File: config.mk
export PLATFORM = sky130hd
export DESIGN_NAME = edge_detector_array
export DESIGN_NICKNAME = d
export VERILOG_FILES = /design/src/rtl/edge_detector_array.sv
export SDC_FILE = /design/constraint.sdc
export NUM_CORES = 1
export LEC_CHECK = 0
export CAP_MARGIN = 20
export CORE_UTILIZATION = 54
export DETAILED_ROUTE_END_ITERATION = 8
export GPL_TIMING_DRIVEN = 0
export MAX_ROUTING_LAYER = met4
export PLACE_DENSITY_LB_ADDON = 0.12
export SLEW_MARGIN = 20
export SYNTH_ARGS = -nofsm -noshare
export SYNTH_HDL_FRONTEND = slang
export SYNTH_SLANG_ARGS = --single-unit
File: constraint.sdc
create_clock -name clk -period 5.5 [get_ports clk]
set_input_delay 0.55 -clock clk [delete_from_list [all_inputs] [get_ports clk]]
set_output_delay 0.55 -clock clk [all_outputs]
set_load 0.01 [all_outputs]
File: src/rtl/edge_detector_array.sv
// Multi-channel edge detector: each channel is synchronised, debounced and classified
// against a per-channel mode; it then drives a pulse, a sticky flag and a saturating counter.
module edge_detector_array #(
   parameter int   N_CH        = 4,
   parameter int   SYNC_STAGES = 2,
   parameter int   DB_W        = 4,
   parameter int   CNT_W       = 8,
   parameter logic IDLE_LEVEL  = 1'b1
) (
   input  logic                    clk,
   input  logic                    reset,
   input  logic [N_CH-1:0]         sig_in,
   input  logic [2*N_CH-1:0]       mode,
   input  logic [DB_W-1:0]         db_len,
   input  logic                    clr_flags,
   input  logic                    clr_count,
   output logic [N_CH-1:0]         stable,
   output logic [N_CH-1:0]         edge_pulse,
   output logic [N_CH-1:0]         flag,
   output logic [N_CH*CNT_W-1:0]   event_cnt,
   output logic                    any_event
);

   logic [N_CH-1:0] w_qual;
   logic            r_any_event;

   genvar gi;
   generate
      for (gi = 0; gi < N_CH; gi++) begin : g_ch
         logic [SYNC_STAGES-1:0] r_sync;
         logic [DB_W-1:0]        r_db_cnt;
         logic                   r_stable;
         logic                   r_pulse;
         logic                   r_flag;
         logic [CNT_W-1:0]       r_cnt;
         logic                   w_s;
         logic                   w_commit;

         assign w_s      = r_sync[SYNC_STAGES-1];
         // The stable level flips only after the synced level has disagreed for D+1 edges.
         assign w_commit = (w_s != r_stable) && (r_db_cnt == db_len);
         assign w_qual[gi] = (w_commit &  w_s & mode[2*gi]) |
                             (w_commit & ~w_s & mode[2*gi+1]);

         always_ff @(posedge clk or posedge reset) begin
            if (reset) begin
               r_sync   <= {SYNC_STAGES{IDLE_LEVEL}};
               r_stable <= IDLE_LEVEL;
               r_db_cnt <= '0;
            end else begin
               r_sync <= {r_sync[SYNC_STAGES-2:0], sig_in[gi]};
               if (w_s == r_stable) begin
                  r_db_cnt <= '0;
               end else if (w_commit) begin
                  r_stable <= w_s;
                  r_db_cnt <= '0;
               end else begin
                  r_db_cnt <= r_db_cnt + DB_W'(1);
               end
            end
         end

         always_ff @(posedge clk or posedge reset) begin
            if (reset) begin
               r_pulse <= 1'b0;
               r_flag  <= 1'b0;
               r_cnt   <= '0;
            end else begin
               r_pulse <= w_qual[gi];
               // A coincident edge wins over the clear so the event is never lost.
               r_flag  <= (r_flag & ~clr_flags) | w_qual[gi];
               if (clr_count)
                  r_cnt <= '0;
               else if (w_qual[gi] && (r_cnt != {CNT_W{1'b1}}))
                  r_cnt <= r_cnt + CNT_W'(1);
            end
         end

         assign stable[gi]                       = r_stable;
         assign edge_pulse[gi]                   = r_pulse;
         assign flag[gi]                         = r_flag;
         assign event_cnt[gi*CNT_W +: CNT_W]     = r_cnt;
      end
   endgenerate

   always_ff @(posedge clk or posedge reset) begin
      if (reset)
         r_any_event <= 1'b0;
      else
         r_any_event <= |w_qual;
   end

   assign any_event = r_any_event;

endmodule

==> run metrics <==
mux cell area share after synthesis=2.27%; max-cap violation count=0; largest net degree at the start of global routing=52; routed wire length per instance=14.8 um; Worst path max stage delay=0.55 ns; Hold WC Path Type=flop to flop; first-pass GRT wire length=about 12000 um; Warnings, synthesis=0; FMAX=0.408 GHz; Worst EP arrival=2.70 ns; Setup WS pre-CTS=roughly 2.7 ns; final-report setup violation count=0; CP endpoint kind=flop; area grow syn2layout=29.2%; Netlist Area Pre-Place=around 0.0034 mm2; Remaining DRCs=0; Final Cycle Share=44.5%; Post-DP HPWL=4860 um; Skew-Pair Late Insertion Delay=0.34 ns; total setup buffers inserted after CTS=0; GPL Wtd Cong=0.827; clock buffer depth=2; antenna violations before repair=0; DR WL met2=~3500 um; PortBufs=63; critical path cell sequence=clkdlybuf4s50_1, xnor2_1, nand4_2, or3b_1, or3_1, a21oi_1; fin worst setup slack=about 3.1 ns; Worst Reg2Reg Path Length in Cells=5; Resized cells post-CTS=0; clock-pin slew on the worst setup and hold paths=around 0.070 ns; status=finished clean; Antenna Cells=0; metal3 WL=roughly 310 um; multi-input logic area=~0.0014 mm2; RSZ-0062 raised after global routing=no; Slowest-stage cell, CP=clkdlybuf4s50_1; Root Driver=clkbuf_8; kind of critical path=input port to flop; die footprint=0.00653 mm2; #FFs+latches synth=69; die width=80.8 um; crit-path max FO=10; filler cell count=486; CP startpoint=db_len[1]; post-synthesis xor/xnor area fraction=10.4%; Setup Total Neg Slack=0 ns; Required @ worst endpoint=5.75 ns; PwrDens=325 mW/mm2; vias in the first global route=2509; post-synthesis adder-cell area fraction=2.98%; CTS tree=built; final net count=423; H-tree depth=3; hold_sp=g_ch[1].r_sync[0]; Compound-Gate Fraction of Synth Area=between 8 and 9%; total track usage=24.9%; syn_nets=348; Min Hold Slack=between 0.3 and 0.4 ns; Final Hold Viols=0; relative slew slack=60.8%; max-slew violations=0; largest family of logic cells by synthesized area=simple AND/OR/NAND/NOR gates; CP Launch Type=input port; clk_skew=0.00908 ns; Max Used Layer=met4; Reg area=0.00174 mm2; Initial Util=a little under three fifths; vias per cell=5.46; Avg Cell Area, Syn=10.5 um2; simple-gate share of the synthesized area=19.5%; Post-DP Area=approximately 0.0041 mm2; IO Pins=65; commonest non-fill, non-tap cell in the layout=clkdlybuf4s50_1; commonest cells after routing, fill and taps aside=clkdlybuf4s50_1 (63), dfrtp_1 (57), nor2_1 (37); Chip Height=between 80 and 90 um; initial DRC count=between 100 and 150; grt ovf=0; CTS Sinks=69; count of cell types in the netlist=between 40 and 50; worst-margin pin slew=0.589 ns; FF-to-FF Start=g_ch[3].r_db_cnt[2]; metal1 wirelength=around 3200 um; final instance area=~0.0043 mm2; hold depth=0; Leakage=1.85 nW; total number of vias=2595; CTS Buf Count=9; row count=28; core area=~0.0060 mm2; WL final=7020 um; share of cells above drive strength 1=approximately 14%; Max IR drop VDD=about 220 uV; First-pass DRT Iterations=5; post-synthesis cell count=320; crit path time final=around 2.4 ns; post-route ant nets=0; # hold bufs at CTS=0; post-synthesis sequential area ratio=51.9%
==> layer usage <==
layer  vias up  track usage, %
met2        72            38.8
met5         -               -
met3        11            4.72
met4         0            8.93
met1      1279            32.3
li1       1233               -
==> sequential cells by signal, summed over array words and instances (netlist names) <==
signal,flops
g_ch.r_cnt,32
g_ch.r_db_cnt,16
g_ch.r_sync,8
g_ch.r_flag,4
g_ch.r_pulse,4
g_ch.r_stable,4
any_event,1
==> final cells by class <==
class | instances | share of cell area, %
sequential | 69 | 40.2
multi-input combinational | 219 | 33.4
timing repair buffer | 64 | 15.2
clock buffer | 12 | 3.58
buffer | 17 | 2.51
tap | 75 | 2.16
clock inverter | 4 | 1.62
inverter | 15 | 1.36
==> where the power goes <==
group          internal (mW)  total (mW)  switching, mW
clock                  0.279       0.466          0.187
sequential             0.576       0.633         0.0568
combinational          0.162       0.310          0.149
==> worst paths after layout <==
check | to | slack (ns)
setup / recovery | g_ch[0].r_cnt[7] | 3.05
hold / removal | g_ch[1].r_sync[1] | 0.36
setup reg to reg | g_ch[3].r_cnt[6] | 3.46
hold reg to reg | g_ch[1].r_sync[1] | 0.36
max in group asynchronous | g_ch[3].r_stable | 4.43
min in group asynchronous | g_ch[0].r_cnt[0] | 0.50
==> worst max-delay path: cells and delay by family <==
| family | cells | cell delay [ns] |
|---|---|---|
| AO/OA/AOI/OAI | 1 | 0.16 |
| XOR/XNOR | 1 | 0.28 |
| AND/OR/NAND/NOR | 3 | 1.16 |
| buffers and inverters | 1 | 0.55 |
==> synthesized netlist by cell type <==
cell / instances / area share (%)
a211oi_2: 1 / 0.37
a21o_1: 3 / 0.67
a21oi_1: 15 / 2.2
a22o_1: 1 / 0.26
a22oi_1: 1 / 0.22
a31o_2: 2 / 0.52
and2_1: 2 / 0.37
and3_1: 3 / 0.56
and3b_1: 2 / 0.52
and4_1: 3 / 0.78
buf_4: 12 / 2.7
clkbuf_1: 5 / 0.56
dfrtp_1: 57 / 43
dfstp_2: 12 / 9.4
ha_1: 8 / 3.0
inv_1: 15 / 1.7
mux2_2: 5 / 1.7
mux2i_1: 2 / 0.60
nand2_1: 17 / 1.9
nand2b_1: 2 / 0.37
nand3_1: 16 / 2.4
nand3_4: 1 / 0.52
nand3b_1: 2 / 0.45
nand4_1: 6 / 1.1
nand4_2: 2 / 0.75
nor2_1: 37 / 4.1
nor2b_1: 6 / 1.1
nor3_1: 5 / 0.75
nor4_1: 3 / 0.56
nor4_4: 1 / 0.63
o21ai_0: 13 / 1.9
o21bai_1: 2 / 0.45
o22ai_1: 1 / 0.19
o2bb2ai_1: 1 / 0.26
o31ai_1: 4 / 0.89
or2_2: 1 / 0.19
or3_1: 4 / 0.75
or3_2: 1 / 0.22
or3b_1: 1 / 0.26
or4_1: 5 / 1.1
xnor2_1: 27 / 7.0
xor2_1: 13 / 3.4
==> logic make-up (layout without fill, tap and decap cells) <==
kind of cell             count (synthesis)  count (layout)
AND/OR/NAND/NOR                        120             120
flip-flops                              69              69
AO/OA/AOI/OAI                           44              44
XOR/XNOR                                40              40
buffers and inverters                   32             112
adder cells (fa/ha/maj)                  8               8
multiplexers                             7               7
==> through the flow <==
stage	std cells	util [%]	total power, mW
2_1_floorplan	320	-	0.840
3_3_place_gp	458	68.5	0.937
3_5_place_dp	459	69.0	0.950
4_1_cts	475	72.8	1.42
5_1_grt	475	72.8	1.48
6_report	475	72.8	1.41
Power figures use the tool's default switching activity.
